--- src/rtl/nv_ram_pkg.sv ---
// Shared sizing and data types for the 160x16 read/write single-port RAM slice.
//   DEPTH      : number of entries
//   WIDTH      : data width
//   AW         : address width
//   ram_data_t : one RAM word
package nv_ram_pkg;

  localparam int unsigned DEPTH = 160;
  localparam int unsigned WIDTH = 16;
  localparam int unsigned AW    = 8;

  // Entry count in address width, for range comparisons without widening.
  localparam logic [AW-1:0] DEPTH_ADDR = AW'(DEPTH);

  typedef logic [WIDTH-1:0] ram_data_t;

endpackage

--- src/rtl/nv_ram_array_160x16.sv ---
// Raw 160x16 storage: one synchronous write port and one asynchronous-index
// read port. Reset-free so it can map onto LUT RAM / block RAM.
// Ports:
//   clk     : write clock
//   we      : write enable (caller guarantees wa is in range)
//   wa, di  : write address / data
//   ra      : read index (caller masks out-of-range results)
//   rdata_c : combinational read data mem[ra]
module nv_ram_array_160x16
  import nv_ram_pkg::*;
(
  input  logic          clk,
  input  logic          we,
  input  logic [AW-1:0] wa,
  input  ram_data_t     di,
  input  logic [AW-1:0] ra,
  output ram_data_t     rdata_c
);

  ram_data_t mem_q [DEPTH];

  // Storage write; no reset on the array.
  always_ff @(posedge clk) begin
    if (we) begin
      mem_q[wa] <= di;
    end
  end

  assign rdata_c = mem_q[ra];

endmodule

--- src/rtl/nv_ram_rwsp_160x16_core.sv ---
// 160x16 RAM with two-stage registered read: re fetches the array into rd_q,
// ore moves rd_q into the output register. Used under the SDP BRDMA command
// queue, which ties ore to its pop and re to its prefetch.
// Optional macro RAM_CONTENTION_CHECK_EN adds a simulation-only check for
// same-address write/fetch and out-of-range enabled addresses.
// Ports:
//   nvdla_core_clk_mgated : clock, rising edge
//   nvdla_core_rstn       : async active-low reset (clears rd_q and dout)
//   pwrbus_ram_pd         : RAM power-down bus, functionally ignored
//   wa, we, di            : write port
//   ra, re                : fetch port
//   ore                   : output-register enable
//   dout                  : registered read data
module nv_ram_rwsp_160x16_core
  import nv_ram_pkg::*;
#(
  parameter int unsigned FORCE_CONTENTION_ASSERTION_RESET_ACTIVE = 0
) (
  input  logic        nvdla_core_clk_mgated,
  input  logic        nvdla_core_rstn,
  input  logic [31:0] pwrbus_ram_pd,
  input  logic [7:0]  wa,
  input  logic        we,
  input  logic [15:0] di,
  input  logic [7:0]  ra,
  input  logic        re,
  input  logic        ore,
  output logic [15:0] dout
);

  ram_data_t rd_q,   rd_d;
  ram_data_t dout_q, dout_d;
  ram_data_t arr_rdata_c;
  logic      wa_ok_c;
  logic      ra_ok_c;
  logic      arr_we_c;
  logic      unused_c;

  assign wa_ok_c  = (wa < DEPTH_ADDR);
  assign ra_ok_c  = (ra < DEPTH_ADDR);
  assign arr_we_c = we & wa_ok_c;

  // Power bus and the check-disable parameter carry no datapath function.
  assign unused_c = ^{pwrbus_ram_pd, (FORCE_CONTENTION_ASSERTION_RESET_ACTIVE != 0)};

  nv_ram_array_160x16 u_array (
    .clk     (nvdla_core_clk_mgated),
    .we      (arr_we_c),
    .wa      (wa),
    .di      (di),
    .ra      (ra),
    .rdata_c (arr_rdata_c)
  );

  // Fetch and output stages; the array read sees pre-edge contents, giving
  // read-before-write on a same-address collision.
  always_comb begin
    rd_d   = rd_q;
    dout_d = dout_q;
    if (re) begin
      rd_d = ra_ok_c ? arr_rdata_c : '0;
    end
    if (ore) begin
      dout_d = rd_q;
    end
  end

  always_ff @(posedge nvdla_core_clk_mgated or negedge nvdla_core_rstn) begin
    if (!nvdla_core_rstn) begin
      rd_q   <= '0;
      dout_q <= '0;
    end else begin
      rd_q   <= rd_d;
      dout_q <= dout_d;
    end
  end

  assign dout = dout_q;

`ifdef RAM_CONTENTION_CHECK_EN
  // Simulation-only hazard check.
  always_ff @(posedge nvdla_core_clk_mgated) begin
    if (nvdla_core_rstn) begin
      if ((FORCE_CONTENTION_ASSERTION_RESET_ACTIVE == 0) && we && re && (wa == ra)) begin
        $error("%m: same-address write/fetch contention at address %0d", wa);
      end
      if (we && !wa_ok_c) begin
        $error("%m: write address %0d out of range", wa);
      end
      if (re && !ra_ok_c) begin
        $error("%m: fetch address %0d out of range", ra);
      end
    end
  end
`endif

endmodule

--- config.mk ---
export PLATFORM = sky130hd
export DESIGN_NAME = nv_ram_rwsp_160x16_core
export DESIGN_NICKNAME = d
export VERILOG_FILES = /design/src/rtl/nv_ram_pkg.sv /design/src/rtl/nv_ram_array_160x16.sv /design/src/rtl/nv_ram_rwsp_160x16_core.sv
export SDC_FILE = /design/constraint.sdc
export NUM_CORES = 2
export LEC_CHECK = 0
export CAP_MARGIN = 20
export CORE_AREA = 5 5 551 444
export CTS_CLUSTER_DIAMETER = 80
export DETAILED_ROUTE_END_ITERATION = 10
export DIE_AREA = 0 0 556 449
export PLACE_DENSITY_LB_ADDON = 0.25
export SYNTH_ARGS = -nofsm -noshare
export SYNTH_HDL_FRONTEND = slang
export SYNTH_SLANG_ARGS = --single-unit
export TNS_END_PERCENT = 5
--- constraint.sdc ---
create_clock -name nvdla_core_clk_mgated -period 4.66 [get_ports nvdla_core_clk_mgated]
set_clock_uncertainty 0.1 [all_clocks]
set_input_delay 0.932 -clock nvdla_core_clk_mgated [delete_from_list [all_inputs] [get_ports nvdla_core_clk_mgated]]
set_output_delay 0.932 -clock nvdla_core_clk_mgated [all_outputs]
set_load 0.01 [all_outputs]
==> flow_summary.toml <==
[cts]
htree_levels = 4
clockRootBuffer = "clkbuf_16"
post_cts_resized = 0
cts_setup_buffers = 0
cts_buffers = 244
clock-sinks = 2592
cts_tree = "built"
path_clk_slew_ns = 0.07
clkLatencyLatePin_ns = 0.90
cts_hold_buf = 0
clockBufferDepth = 4

[route]
initialDrtViolationCount = 6140
routed_wl_mm = 261.4
route.vias.total = 47183
drc = 0
dr.pass1.iters = 6
avgViaCountPerCell = 5.840
wl_per_cell_um = 32.36
ant_nets = 0

[power]
cellLeakagePower_nw = 35.45
vdd_drop_max_mv = 0.3296
p_total_mw = 47.55
pwr_density_cell_nw_per_um2 = 417.2

[layout]
fillCellCount = 19409
syn2layout_area_growth_pct = 14.57
drive_gt1_share_pct = 32.09
layout_commonest_cell = "edfxtp_1"
final_cell_mix = "edfxtp_1, mux4_2, buf_4, clkbuf_16, nor2_1"
fin_nets = 4767
fin_area_um2 = 114000

[global_routing]
grt-busiest-layer = "met1"
grt_pass1_vias = 46930
grt_use_total_pct = 20.66
grt_use_met2_pct = 30.46
antenna_found_initial = 17
use_met1_pct = 31.39
gr-usage-met3_pct = 4.587
grt_overflow = 0
grt_pass1_wl_mm = 368.1
grt_max_degree = 161

[timing]
rsz0062_at_grt = "no"
max_freq_ghz = 0.3064
hold_slack_ns = 0.05421
finalCritPeriodShare_pct = 70.03
slew_headroom_pct = 16.78
fin_crit_ns = 3.263
tns_ns = 0
setup-violations-final = 0
slew_violations = 0
tightest_slew_ns = 1.248
final_hold_viol_count = 0

[floorplan]
die_h_um = 449
die_w_um = 556
pin_count = 85
row_count = 161
core_um2 = 238900
die_area_um2 = 249600
initial_utilization_pct = 41.64

[worst_setup_path]
crit_fanout = 8
worstPathArrival_ns = 3.99
rr_startpoint = "u_array.mem_q[23][10]"
crit_path_start = "ra[6]"
crit_path_start_kind = "primary input"
worstPathRequired_ns = 5.38
endpoint_kind = "register"
critical_path_class = "in -> reg"

[synthesis]
syn_nets = 4319
synth_seq_cells = 2592
async_reset_ff_share_pct = 1.235
synthFlopType = "edfxtp_1"
synth_warnings = 0
postSynthAreaPerCell_um2 = 23.41
synth_edf_count = 2560
ys_types = 57
synth_area_um2 = 99470
seq_area_frac_synth_pct = 78.09
synthCells = 4250

[placement]
io_buffers = 52
place_area_um2 = 106400
dp_hpwl_mm = 156.1
finalWeightedCongestion = 0.8969

[worst_hold_path]
hp-class = "in -> async"

[status]
status = "finished, final reports clean"

[run]
maxCapViolCount = 0
==> routing by layer <==
metal,part of all wire (%),wire length [um],up-vias
li1,-,-,19068
met1,44,113900,25849
met3,8.6,22440,335
met5,0,0,-
met2,45,117800,1931
met4,2.8,7319,0
==> flip-flops by register name, summed over array words and instances, names as in the netlist <==
register,count
dout,16
rd_q,16
u_array.mem_q,2560
==> metrics by stage <==
step                      utilization (%)  instances  setup WS [ns]
after global routing                47.70       8074          1.418
final                               47.70       8079          1.397
after detailed placement            44.52       7630         0.6337
after global placement              44.52       7630         0.6334
after CTS                           47.70       8073          1.510
after floorplan                         -       4250          1.430
==> Yosys cell counts, drive strengths merged, types with 14 or more instances <==
| library cell | count | area [um2] |
|---|---|---|
| buf | 144 | 849.6 |
| nor2 | 183 | 686.9 |
| a211oi | 24 | 180.2 |
| mux4 | 726 | 16350 |
| mux2i | 55 | 550.5 |
| mux2 | 37 | 416.7 |
| a311oi | 14 | 122.6 |
| nand3 | 32 | 160.2 |
| a21oi | 19 | 95.09 |
| nor2b | 37 | 231.5 |
| edfxtp | 2560 | 76870 |
| nand2b | 19 | 118.9 |
| clkbuf | 92 | 345.3 |
| nand2 | 106 | 397.9 |
| dfrtp | 32 | 800.8 |
| o221ai | 14 | 122.6 |
| a22oi | 40 | 300.3 |
==> cells by family after synthesis <==
kind of cell	synth area share, %
flops	78.09
compound gates	1.386
simple gates	1.906
mux	17.41
buf+inv	1.213
==> final cells by class <==
| type | count | area (um2) | area share, % |
|---|---|---|---|
| Clock inverter | 133 | 1167 | 1.024 |
| Tap cell | 3178 | 3976 | 3.489 |
| Antenna cell | 6 | 15.01 | 0.01317 |
| Multi-Input combinational cell | 1419 | 20780 | 18.24 |
| Inverter | 3 | 16.27 | 0.01427 |
| Sequential cell | 2592 | 77670 | 68.15 |
| Timing Repair Buffer | 438 | 3920 | 3.440 |
| Clock buffer | 310 | 6416 | 5.630 |
==> path summary, 6_finish.rpt <==
kind,end,slack [ns],cells past startpoint
setup / recovery,rd_q[7],1.40,7
hold / removal,dout[11],0.05,1
setup reg to reg,rd_q[10],2.07,5
hold reg to reg,rd_q[3],0.40,1
max in group asynchronous,rd_q[8],3.81,1
min in group nvdla_core_clk_mgated,rd_q[3],0.40,1
==> worst max-delay path, cell delays in order <==
cell             delay (ns)
clkdlybuf4s50_1        0.67
nor2_1                 0.43
nand2_1                0.32
nor3_1                 0.87
a2111oi_0              0.19
a21oi_1                0.35
a221o_1                0.20
==> report_power, final <==
group          internal [mW]  switching [mW]  total [mW]
combinational          0.967            1.55        2.52
clock                   10.8            8.47        19.3
sequential              25.7          0.0746        25.8
total                   37.5            10.1        47.5
(Power assumes the default switching activity.)
